<file path="src/rtl/add_seq_pkg.sv">
// Shared types and constants for the byte-serial adder sequencer.
package add_seq_pkg;

  typedef enum logic [1:0] {IDLE, RUN, DONE} seq_state_e;

  localparam int BYTE_W = 8;

endpackage

</file>
<file path="src/rtl/multibyte_add_sequencer.sv">
// Feeds an external 8-bit combinational adder one byte per clock, LSB byte
// first, chaining carries, and presents the NBYTES-wide sum over valid/ready.
module multibyte_add_sequencer
  import add_seq_pkg::*;
#(
  parameter int NBYTES = 4
) (
  input  logic                       clk,
  input  logic                       rst_n,
  input  logic                       in_valid,
  output logic                       in_ready,
  input  logic [NBYTES*BYTE_W-1:0]   op_a,
  input  logic [NBYTES*BYTE_W-1:0]   op_b,
  input  logic                       cin,
  output logic                       out_valid,
  input  logic                       out_ready,
  output logic [NBYTES*BYTE_W-1:0]   result,
  output logic                       cout,
  output logic [BYTE_W-1:0]          add_a,
  output logic [BYTE_W-1:0]          add_b,
  output logic                       add_c,
  input  logic [BYTE_W-1:0]          add_sum,
  input  logic                       add_carry
);

  localparam int W    = NBYTES * BYTE_W;
  localparam int IDXW = (NBYTES > 1) ? $clog2(NBYTES) : 1;

  seq_state_e        state;
  logic [W-1:0]      a_sh;
  logic [W-1:0]      b_sh;
  logic [W-1:0]      res_sh;
  logic [W-1:0]      res_next;
  logic              carry_reg;
  logic [IDXW-1:0]   idx;
  logic              last_byte;

  // Adder sum bytes enter at the top so the final byte lands in the MSB slot.
  assign res_next  = (res_sh >> BYTE_W) | (W'(add_sum) << (W - BYTE_W));
  assign last_byte = (idx == IDXW'(NBYTES - 1));

  assign in_ready = (state == IDLE);
  assign add_a    = (state == RUN) ? a_sh[BYTE_W-1:0] : '0;
  assign add_b    = (state == RUN) ? b_sh[BYTE_W-1:0] : '0;
  assign add_c    = (state == RUN) ? carry_reg : 1'b0;

  // result/cout are separate from the working shift register so they stay
  // stable from one completion until the next.
  always_ff @(posedge clk or negedge rst_n) begin
    if (!rst_n) begin
      state     <= IDLE;
      a_sh      <= '0;
      b_sh      <= '0;
      res_sh    <= '0;
      carry_reg <= 1'b0;
      idx       <= '0;
      out_valid <= 1'b0;
      result    <= '0;
      cout      <= 1'b0;
    end else begin
      case (state)
        IDLE: begin
          if (in_valid) begin
            a_sh      <= op_a;
            b_sh      <= op_b;
            carry_reg <= cin;
            idx       <= '0;
            state     <= RUN;
          end
        end
        RUN: begin
          a_sh      <= a_sh >> BYTE_W;
          b_sh      <= b_sh >> BYTE_W;
          res_sh    <= res_next;
          carry_reg <= add_carry;
          idx       <= idx + 1'b1;
          if (last_byte) begin
            result    <= res_next;
            cout      <= add_carry;
            out_valid <= 1'b1;
            state     <= DONE;
          end
        end
        DONE: begin
          if (out_ready) begin
            out_valid <= 1'b0;
            state     <= IDLE;
          end
        end
        default: state <= IDLE;
      endcase
    end
  end

endmodule

</file>
<file path="config.mk">
export PLATFORM = sky130hd
export DESIGN_NAME = multibyte_add_sequencer
export DESIGN_NICKNAME = d
export VERILOG_FILES = /design/src/rtl/add_seq_pkg.sv /design/src/rtl/multibyte_add_sequencer.sv
export SDC_FILE = /design/constraint.sdc
export NUM_CORES = 1
export LEC_CHECK = 0
export CAP_MARGIN = 30
export CORE_MARGIN = 2
export CORE_UTILIZATION = 60
export CTS_CLUSTER_DIAMETER = 60
export DETAILED_ROUTE_END_ITERATION = 10
export DONT_BUFFER_PORTS = 1
export PLACE_DENSITY = 0.77
export SYNTH_ARGS = -nofsm -noshare
export SYNTH_HDL_FRONTEND = slang
export SYNTH_SLANG_ARGS = --single-unit
</file>
<file path="constraint.sdc">
create_clock -name clk -period 2.6 [get_ports clk]
set_input_delay 0.26 -clock clk [delete_from_list [all_inputs] [get_ports clk]]
set_output_delay 0.26 -clock clk [all_outputs]
set_load 0.02 [all_outputs]
</file>
Word-level counts from Yosys, hierarchy flattened
Index checks and enable logic that the tools add are counted.
- $add $sub $neg: 1
- equality and inequality tests: 6
- muxes and demuxes: 18
- bitwise operators: 1
- reductions and logical operators: 7
- operator list (kind ; number):
    $pmux 32 s2 ; 2
    $mux 32 ; 2
    $or 24x32->32 ; 1
    $mux 8 ; 2
    $mux 2 ; 4
    $ne 2x2->1 const B ; 3
    $pmux 2 s3 ; 1
    $reduce_and 3->1 ; 2
    $eq 2x2->1 const B ; 2
    $mux 1 ; 4
    $pmux 1 s2 ; 2
    $pmux 2 s2 ; 1
    $reduce_and 2->1 ; 2
    $reduce_bool 2->1 ; 2
    $add 2x1->2 const B ; 1
    $eq 2x1->1 const B ; 1
    $logic_not 2->1 ; 1
- register bits after elaboration: 135
- output and inout bits: 52
- word-level logic and storage cells: 42

Logic depth before layout (Yosys ltp)
Gate-level depths: netlist of the first run.
- depth in word-level cells: 3
- mapped depth: 5
- gate-level depth less buffers: 3

Worst setup path before layout of the first run
OpenSTA, ideal clock, no wires.
- kind: register -> register
- start: register idx[0]
- end: register result[12]
- arrival time: 1.288 ns
- data required time: 2.475 ns
- setup slack: 1.188 ns
- cell stages (with the launch flop): 5
- path buffers: 1
- clock period less this slack: 1.412 ns
- cells stage by stage: dfrtp_1 > ha_1 > nand3b_4 > buf_2 > mux2_2
- word-level cells in the longest chain between the ends: 2
- RTL lines (item ; line ; RTL):
    from (decl) ; multibyte_add_sequencer.sv:35 ; logic [IDXW-1:0] idx;
    from (signal assigned) ; multibyte_add_sequencer.sv:76 ; idx <= idx + 1'b1;
    $eq 2x2->1 ; multibyte_add_sequencer.sv:40 ; assign last_byte = (idx == IDXW'(NBYTES - 1));
    $reduce_and 2->1 (no source line) ; - ;
    to (signal assigned) ; multibyte_add_sequencer.sv:78 ; result <= res_next;
    to (decl) ; multibyte_add_sequencer.sv:17 ; output logic [NBYTES*BYTE_W-1:0] result,
Every way passes these cells.
A chain may end at the register's enable or synchronous reset.

Worst setup path in the final report of the first run
- start: register state[0]
- end: output add_b[7]
- word-level cells in the longest chain between the ends: 2
- RTL lines (item ; line ; RTL):
    from (decl) ; multibyte_add_sequencer.sv:29 ; seq_state_e state;
    from (signal assigned) ; multibyte_add_sequencer.sv:51 ; state <= IDLE;
    from (signal assigned) ; multibyte_add_sequencer.sv:68 ; state <= RUN;
    from (signal assigned) ; multibyte_add_sequencer.sv:81 ; state <= DONE;
    $eq 2x1->1 ; multibyte_add_sequencer.sv:44 ; assign add_b = (state == RUN) ? b_sh[BYTE_W-1:0] : '0;
    $mux 8 ; multibyte_add_sequencer.sv:44 ;
    to (decl) ; multibyte_add_sequencer.sv:20 ; output logic [BYTE_W-1:0] add_b,
Every way passes these cells.

==> results of run 1 <==
-- layer usage --
| layer | vias to the layer above | routed length (um) | track usage |
|---|---|---|---|
| li1 | 1859 | - | - |
| met4 | 0 | 350 | 0.125 |
| met5 | - | 0 | 0 |
| met1 | 2061 | 5340 | 0.355 |
| met2 | 199 | 6620 | 0.442 |
| met3 | 33 | 962 | 0.0649 |
-- stage by stage --
stage / utilization / area [um2]
2_1_floorplan: - / 5670
3_3_place_gp: 0.622 / 5720
3_5_place_dp: 0.623 / 5730
4_1_cts: 0.783 / 7200
5_1_grt: 0.784 / 7210
6_report: 0.784 / 7210
-- critical path, cell delays in order, from the launching register on --
cell and delay [ns]:
dfrtp_1 0.61, nor2b_4 0.52, and2_1 0.35
-- area by class of cell --
| cell class | count | share of cell area |
|---|---|---|
| Sequential cell | 127 | 0.441 |
| Clock inverter | 14 | 0.0214 |
| Antenna cell | 1 | 0.000347 |
| Multi-Input combinational cell | 242 | 0.290 |
| Tap cell | 111 | 0.0193 |
| Timing Repair Buffer | 105 | 0.142 |
| Clock buffer | 18 | 0.0580 |
| Inverter | 55 | 0.0286 |
-- how the worst max path moves through the flow --
stage	end	from	slack, ns	cells after the start
floorplan	result[12]	idx[0]	1.19	4
global placement	result[11]	state[0]	0.56	3
detailed placement	result[8]	state[0]	0.51	3
CTS	add_b[7]	state[0]	0.36	2
global route	add_b[7]	state[0]	0.24	2
finish	add_b[7]	state[0]	0.35	2
-- cell families after synthesis --
family,share of synthesized area
simple gates,0.129
mux,0.115
compound gates,0.120
flops,0.560
fa+ha+maj,0.00221
buf+inv,0.0735
-- power by group --
group	switching [mW]	internal [mW]	total (mW)
Combinational	1.81	1.68	3.49
Clock	0.905	1.38	2.28
Sequential	0.909	2.96	3.87
Total	3.62	6.02	9.64
-- layout by cell type, fill, tap and decap left out, types with 3 or more instances in the layout --
master	synthesis	routed
dfrtp_1	127	126
dlygate4sd3_1	0	90
inv_1	55	55
mux2_2	51	51
nor2b_1	34	33
a222oi_1	33	33
nand3b_1	16	16
nand2_1	16	16
o221ai_1	16	16
clkbuf_16	0	16
buf_4	1	14
and2_1	10	10
or4b_1	10	10
o221a_2	10	10
nor2_1	7	7
nor4b_1	6	6
nor3b_1	6	6
a211oi_1	6	6
mux2_1	6	6
inv_6	0	6
clkinvlp_4	0	3
==> out/qor.txt, run 1 <==
Outcome - complete, but fails checks
Failing checks - hold timing
Pre-antenna DRT Iters - 8
Sequential area share after synthesis - 0.560
Fmax - 445 MHz
Inserted Clock Buffers - 17
Remaining antenna violation count - 0
Data required time of the worst path - 2.34 ns
Total Wirelength - 13.3 mm
RD Place Congestion - 0.828
Leak pwr - 3.09 nW
Vias in the first global route - 4210
Clk_lat worst skew - 0.51 ns
Post-synthesis register bit count - 127
Hold-fix buffers, CTS - 90
Period utilization - 0.865
Setup ws final - 0.352 ns
Final nets - 627
Fill cell count - 561
Setup_tns - 0 ns
CTS tree - yes
FF-to-FF path depth - 3
Final min period - 2.25 ns
Post-synthesis cell area - 5670 um2
Global route overflow - 0
R2R Path End - result[10]
Post-synth ARST share - 1.00
Most common library cells after synthesis - 127 x dfrtp_1, 55 x inv_1, 51 x mux2_2
Top Registers - a_sh: 32 flops, b_sh: 32 flops, result: 32 flops
Yosys top cell by area - dfrtp_1
Initial Util - 0.617
RSZ-0062 raised after global routing - no
Final setup viols - 0
Post-Route Skew - 0.00755 ns
P&R area growth vs syn - 27.1%
Area of the multi-input gates - 2090 um2
Max transition margin - 0.638
Setup WS pre-CTS - 0.506 ns
DP Cell Count - 550
Synth top area share - 0.560
Die area - 10200 um2
Syn Area/Cell - 12.2 um2
Critical R2R Launch - state[0]
Detail Placement HPWL - 7.19 mm
Largest net degree at the start of global routing - 128
Most frequent cell after synthesis - dfrtp_1
Synthesized instance count - 465
Worst Path Arrival - 1.99 ns
Initial DRC Count - 390
Register area - 3180 um2
Class of the worst hold path - in2async
Layout cells sized above 1 - 0.205
IO Pins - 130
Die Wd - 101 um
Drt drc - 0
Vias per inst - 6.17
Wire per inst - 19.7 um
Actual slew at the worst max-slew pin - 0.543 ns
Height of the die - 101 um
Worst vdd ir - 0.000698 V
IO buf count - 0
Global-route wire length before repair - 21.7 mm
Min Hold Slack - -0.560 ns
Root Buffer - clkbuf_8
Max Root-Sink Buffers - 2
Power Total - 9.64 mW
Post-synth EDFFs - 0
Final hold vios - 127
CTS Sinks - 127
DR vias - 4152
Peak fanout along the critical path - 22
Syn Nets - 544
Initial antenna violation count - 1
Flop2flop setup slack - 0.45 ns
Kind of start point of the critical path - flip-flop
Max Cap Viol - 0
Post-CTS sizing - 0
CORE AREA - 9200 um2
Crit end category - output pin
Post-synth top flop - dfrtp_1
Critical path class - reg2out
FP Rows - 35
Yosys warnings - 0
Yosys cell types - 32
Total track usage - 0.274
Ranking of synthesized cells by area - dfrtp_1 56%, mux2_2 10%, a222oi_1 5.8%
Layout Cells excl Fill - 673
Post-CTS Setup Repair Bufs - 0
Power per cell area - 1340 nW/um2
H-tree depth - 4
Fin. max-slew vios - 0
CTS clk-pin slew, worst paths - 0.06 ns
No activity file was read; power rests on OpenSTA's default activity.
==> run 2: changes to the inputs <==
--- a/config.mk
+++ b/config.mk
@@ -7,11 +7,13 @@
 export LEC_CHECK = 0
 export CAP_MARGIN = 30
 export CORE_MARGIN = 2
-export CORE_UTILIZATION = 60
+export CORE_UTILIZATION = 57
 export CTS_CLUSTER_DIAMETER = 60
 export DETAILED_ROUTE_END_ITERATION = 10
 export DONT_BUFFER_PORTS = 1
-export PLACE_DENSITY = 0.77
+export PLACE_DENSITY = 0.76
+export RECOVER_POWER = 50
+export REMOVE_ABC_BUFFERS = 1
 export SYNTH_ARGS = -nofsm -noshare
 export SYNTH_HDL_FRONTEND = slang
 export SYNTH_SLANG_ARGS = --single-unit
==> constraint.sdc (replaced) <==
create_clock -name clk -period 1.9 [get_ports clk]
set_input_delay 0.19 -clock clk [delete_from_list [all_inputs] [get_ports clk]]
set_output_delay 0.19 -clock clk [all_outputs]
set_load 0.02 [all_outputs]
==> run 2 against run 1 <==
Compared with the run above: the run still ends with hold timing left; highest routed layer unchanged; via count rose by 5.7%; worst hold slack got worse by 0.061 ns; flip-flop and latch count did not move; count of clock-buffer cells in the layout rose by 1; critical path depth rose by 2; critical endpoint is now in_ready.
==> out/qor.txt, run 2 (synthesis gave the netlist of run 1 again) <==
Initial Util - 0.583
Data required time of the worst path - 1.71 ns
Crit end category - output pin
Hold-fix buffers, CTS - 122
RSZ-0062 raised after global routing - no
Pre-antenna DRT Iters - 9
Initial DRC Count - 404
Class of the worst hold path - in2async
Setup WS pre-CTS - 0.266 ns
Min Hold Slack - -0.621 ns
Wire per inst - 20.0 um
Max Root-Sink Buffers - 2
Layout Cells excl Fill - 735
IO buf count - 0
DR vias - 4388
CTS tree - yes
Layout cells sized above 1 - 0.226
Height of the die - 104 um
Largest net degree at the start of global routing - 128
CTS clk-pin slew, worst paths - 0.06 ns
Kind of start point of the critical path - flip-flop
Period utilization - 0.970
Die Wd - 104 um
Total track usage - 0.280
Diode count - 0
Worst vdd ir - 0.00106 V
Final setup viols - 0
Peak fanout along the critical path - 31
Leak pwr - 3.33 nW
Drt drc - 0
Max Cap Viol - 0
Clk_lat worst skew - 0.50 ns
Total Wirelength - 14.7 mm
Top Registers - a_sh: 32 flops, b_sh: 32 flops, result: 32 flops
Inserted Clock Buffers - 17
DP Cell Count - 577
Die area - 10800 um2
Worst Path Arrival - 1.65 ns
Setup_tns - 0 ns
Vias in the first global route - 4843
Critical path class - reg2out
Detail Placement HPWL - 7.28 mm
Root Buffer - clkbuf_8
Power per cell area - 1810 nW/um2
FP Rows - 36
Placement-stage cell area - 5820 um2
Initial antenna violation count - 0
Power Total - 14.0 mW
Outcome - complete, but fails checks
Final hold vios - 127
Fin. max-slew vios - 0
Max transition margin - 0.683
Vias per inst - 5.97
Post-route cell area - 7730 um2
CORE AREA - 9730 um2
Leading cell type in the layout, fill and taps excluded - dfrtp_1
P&R area growth vs syn - 36.3%
Setup ws final - 0.0564 ns
Actual slew at the worst max-slew pin - 0.475 ns
Global route overflow - 0
H-tree depth - 4
Leading cell types in the layout, fill and taps excluded - 125 x dfrtp_1, 122 x dlygate4sd3_1, 55 x inv_1
Post-Route Skew - 0.0106 ns
CTS Sinks - 127
RD Place Congestion - 0.814
Global-route wire length before repair - 24.1 mm
Remaining antenna violation count - 0
IO Pins - 130
Final min period - 1.84 ns
Final nets - 668
Fmax - 542 MHz
Failing checks - hold timing
==> run 2: cell types whose count changed in the layout (fill, tap and decap cells not counted), sizes merged <==
| cell | change |
|---|---|
| inv | -2 |
| clkbuf | +1 |
| bufinv | +1 |
| clkinv | +2 |
| dlygate4sd3 | +32 |
| clkinvlp | -2 |
| buf | +9 |
| diode | -1 |
==> run 2: timing repair <==
action | in CTS | in global routing
gates resized for setup | 14 | 4
hold endpoints to repair | 210 | 127
setup endpoints to repair | 10 | 14
setup buffers | 0 | 4
==> run 2: path summary, 6_finish.rpt <==
kind                           from         end  slack [ns]  cells after the start
min in group clk           in_valid     a_sh[4]        0.03                      2
min                           rst_n  result[21]       -0.62                      0
max reg2reg                state[1]    b_sh[24]        0.11                      4
max                        state[1]    in_ready        0.06                      4
min reg2reg                  idx[0]      idx[0]        0.48                      1
max in group asynchronous     rst_n    b_sh[13]        2.37                      0
==> run 2: critical path, stage by stage, from the launching register on <==
cell	delay [ns]
dfrtp_2	0.48
buf_12	0.19
nor2_4	0.14
buf_8	0.17
buf_4	0.16
==> run 2: final cells by class <==
cell class	count	area, um2
sequential	127	3180
multi-input combinational	242	2120
fill	574	2000
timing repair buffer	146	1440
clock buffer	19	442
inverter	55	206
clock inverter	13	176
tap	133	166
==> run 2: through the flow <==
| stage | util | hold slack, ns |
|---|---|---|
| after detailed placement | 0.598 | -0.103 |
| after CTS | 0.790 | -0.640 |
| after global routing | 0.794 | -0.647 |
| after floorplan | - | -0.106 |
| after global placement | 0.598 | -0.103 |
| final | 0.794 | -0.621 |
==> run 2: report_power, final <==
part | internal (mW) | switching [mW] | total [mW]
Combinational | 2.62 | 2.72 | 5.34
Sequential | 4.06 | 1.24 | 5.30
Clock | 2.10 | 1.23 | 3.32
==> run 2: metal layers <==
layer,global-route usage,part of all wire
met5,0,0
met3,0.0692,0.071
met4,0.0946,0.016
met1,0.335,0.40
met2,0.497,0.52
==> run 3: changes to the inputs <==
--- a/config.mk
+++ b/config.mk
@@ -6,11 +6,11 @@
 export NUM_CORES = 1
 export LEC_CHECK = 0
 export CAP_MARGIN = 30
-export CORE_MARGIN = 2
 export CORE_UTILIZATION = 57
 export CTS_CLUSTER_DIAMETER = 60
 export DETAILED_ROUTE_END_ITERATION = 10
 export DONT_BUFFER_PORTS = 1
+export GPL_TIMING_DRIVEN = 0
 export PLACE_DENSITY = 0.76
 export RECOVER_POWER = 50
 export REMOVE_ABC_BUFFERS = 1
==> run 3 against run 2 <==
Compared with the run above: the flow now stops in 4_1_cts; area after synthesis stayed put; synthesized cell count did not move.
==> out/qor.txt, run 3 <==
IO buf count - 0
Yosys cell types - 32
Max Root-Sink Buffers - 2
Hold-fix buffers, CTS - 123
Log Error - [ERROR RSZ-0060] Max buffer count reached.
Height of the die - 102 um
Synthesized instance count - 465
Halt Stage - 4_1_cts
FP Rows - 36
Post-CTS sizing - 15
Ranking of synthesized cells by area - dfrtp_1 56%, mux2_2 10%, a222oi_1 5.8%
Post-synth top flop - dfrtp_1
Yosys warnings - 0
Inserted Clock Buffers - 17
Syn Area/Cell - 12.2 um2
Post-synth EDFFs - 0
Post-CTS Setup Repair Bufs - 14
Detail Placement HPWL - 7.00 mm
H-tree depth - 4
Root Buffer - clkbuf_8
CTS Sinks - 127
Most frequent cell after synthesis - dfrtp_1
Initial Util - 0.583
Yosys top cell by area - dfrtp_1
Post-synthesis cell area - 5670 um2
Outcome - stopped before the end
RD Place Congestion - 0.681
Synth top area share - 0.560
Post-synthesis register bit count - 127
Die Wd - 102 um
Most common library cells after synthesis - 127 x dfrtp_1, 55 x inv_1, 51 x mux2_2
IO Pins - 130
Placement-stage cell area - 5760 um2
Post-synth ARST share - 1.00
Sequential area share after synthesis - 0.560
==> run 3: stage by stage <==
step           hold slack [ns]  setup WS [ns]  std cells
2_1_floorplan           -0.106          -1.10        424
3_3_place_gp            -0.104          -2.78        557
3_5_place_dp            -0.103         -0.529        561
==> run 3: cells by family after synthesis <==
family | share of synthesized area
buffers and inverters | 0.0735
adders and majority gates | 0.00221
DFF | 0.560
muxes | 0.115
AOI/OAI and AO/OA | 0.120
and+or+nand+nor | 0.129
==> run 4: changes to the inputs <==
--- a/config.mk
+++ b/config.mk
@@ -6,12 +6,11 @@
 export NUM_CORES = 1
 export LEC_CHECK = 0
 export CAP_MARGIN = 30
-export CORE_UTILIZATION = 57
-export CTS_CLUSTER_DIAMETER = 60
+export CORE_UTILIZATION = 40
 export DETAILED_ROUTE_END_ITERATION = 10
 export DONT_BUFFER_PORTS = 1
 export GPL_TIMING_DRIVEN = 0
-export PLACE_DENSITY = 0.76
+export PLACE_DENSITY_LB_ADDON = 0.15
 export RECOVER_POWER = 50
 export REMOVE_ABC_BUFFERS = 1
 export SYNTH_ARGS = -nofsm -noshare
==> constraint.sdc (replaced) <==
create_clock -name clk -period 2.5 [get_ports clk]
set_input_delay 0.25 -clock clk [delete_from_list [all_inputs] [get_ports clk]]
set_output_delay 0.25 -clock clk [all_outputs]
set_load 0.02 [all_outputs]
==> run 4 against run 3 <==
Compared with the run above: the flow now finishes, with violations (hold timing).
==> out/qor.txt, run 4 (synthesis gave the netlist of run 1 again) <==
Fill cell count - 1267
Global-route wire length before repair - 19.5 mm
Initial antenna violation count - 0
Setup WS pre-CTS - 0.378 ns
Outcome - complete, but fails checks
Power Total - 9.67 mW
Metal2 WL - 5.62 mm
IO buf count - 0
Post-CTS sizing - 0
Vias in the first global route - 3717
Fmax - 447 MHz
Post-layout util - 0.466
Detail Placement HPWL - 7.19 mm
Vias per inst - 5.65
Data required time of the worst path - 2.25 ns
Setup_tns - 0 ns
Critical path class - reg2out
Top Registers - a_sh: 32 flops, b_sh: 32 flops, result: 32 flops
Diode count - 0
Crit end category - output pin
Power per cell area - 1500 nW/um2
Die area - 14700 um2
Final hold vios - 127
IO Pins - 130
Wire per inst - 18.6 um
Leading cell types in the layout, fill and taps excluded - 125 x dfrtp_1, 55 x inv_1, 51 x mux2_2
RSZ-0062 raised after global routing - no
Height of the die - 121 um
Final nets - 540
Kind of start point of the critical path - flip-flop
Worst vdd ir - 0.000494 V
RD Place Congestion - 0.701
Failing checks - hold timing
Min Hold Slack - -0.458 ns
Initial Util - 0.409
DR vias - 3690
CTS Sinks - 127
Leading cell type in the layout, fill and taps excluded - dfrtp_1
Remaining antenna violation count - 0
Final min period - 2.24 ns
Largest net degree at the start of global routing - 128
Flop2flop setup slack - 0.59 ns
Actual slew at the worst max-slew pin - 0.536 ns
Leak pwr - 2.72 nW
Routed wl met3 - 904 um
Total track usage - 0.174
Inserted Clock Buffers - 17
Worst Path Arrival - 1.99 ns
Layout cells sized above 1 - 0.220
Max transition margin - 0.643
P&R area growth vs syn - 14.0%
Die Wd - 121 um
FP Rows - 43
CORE AREA - 13900 um2
Hold-fix buffers, CTS - 10
Global route overflow - 0
Post-Route Skew - 0.00431 ns
Fin. max-slew vios - 0
Clk_lat worst skew - 0.41 ns
H-tree depth - 4
M1 WL - 5.40 mm
Final setup viols - 0
Top sig layer - met4
Peak fanout along the critical path - 31
Max Cap Viol - 0
Initial DRC Count - 351
Drt drc - 0
CTS clk-pin slew, worst paths - 0.05 ns
Setup ws final - 0.264 ns
Class of the worst hold path - in2async
Period utilization - 0.894
Root Buffer - clkbuf_16
Max Root-Sink Buffers - 2
Pre-antenna DRT Iters - 8
CTS tree - yes
Total Wirelength - 12.2 mm
## run 4: critical path: stages (launching register included)
cell and delay [ns]:
dfrtp_2 0.59, buf_12 0.26, nor2b_4 0.21, buf_12 0.20, and2_1 0.31
## run 4: path summary, 6_finish.rpt
path / from / end / cells after the start
min: rst_n / result[13] / 0
min in group clk: out_ready / out_valid / 2
min reg2reg: res_sh[13] / result[5] / 1
max in group asynchronous: rst_n / a_sh[27] / 0
max: state[0] / add_b[7] / 4
max reg2reg: state[1] / res_sh[12] / 3
## run 4: layout make-up
class,count,area [um2],share of cell area
Timing Repair Buffer,18,235,0.0364
Clock buffer,25,485,0.0751
Tap cell,180,225,0.0348
Clock inverter,6,35.0,0.00542
Inverter,55,206,0.0319
Sequential cell,127,3180,0.492
Multi-Input combinational cell,242,2100,0.325
## run 4: power breakdown
group	internal (mW)	switching (mW)	leakage, nW
clock	1.33	0.836	0.253
combinational	1.68	1.80	0.952
sequential	3.08	0.939	1.52
total	6.10	3.58	2.72
## run 4: what timing repair did
| item | 4_1_cts | 5_1_grt |
|---|---|---|
| hold endpoints to repair | 145 | 127 |
| setup endpoints to repair | 4 | 0 |
| buffers inserted | 2 | 0 |
## run 4: layer usage
layer	global-route usage	vias up
li1	-	1673
met1	0.221	1862
met2	0.268	135
met3	0.0630	20
met4	0.0748	0
met5	0	-
## run 4: through the flow
step                cell area (um2)  std cells
global route                   6470        653
finish                         6470        653
CTS                            6470        653
global placement               5690        604
detailed placement             5830        610
floorplan                      5460        424
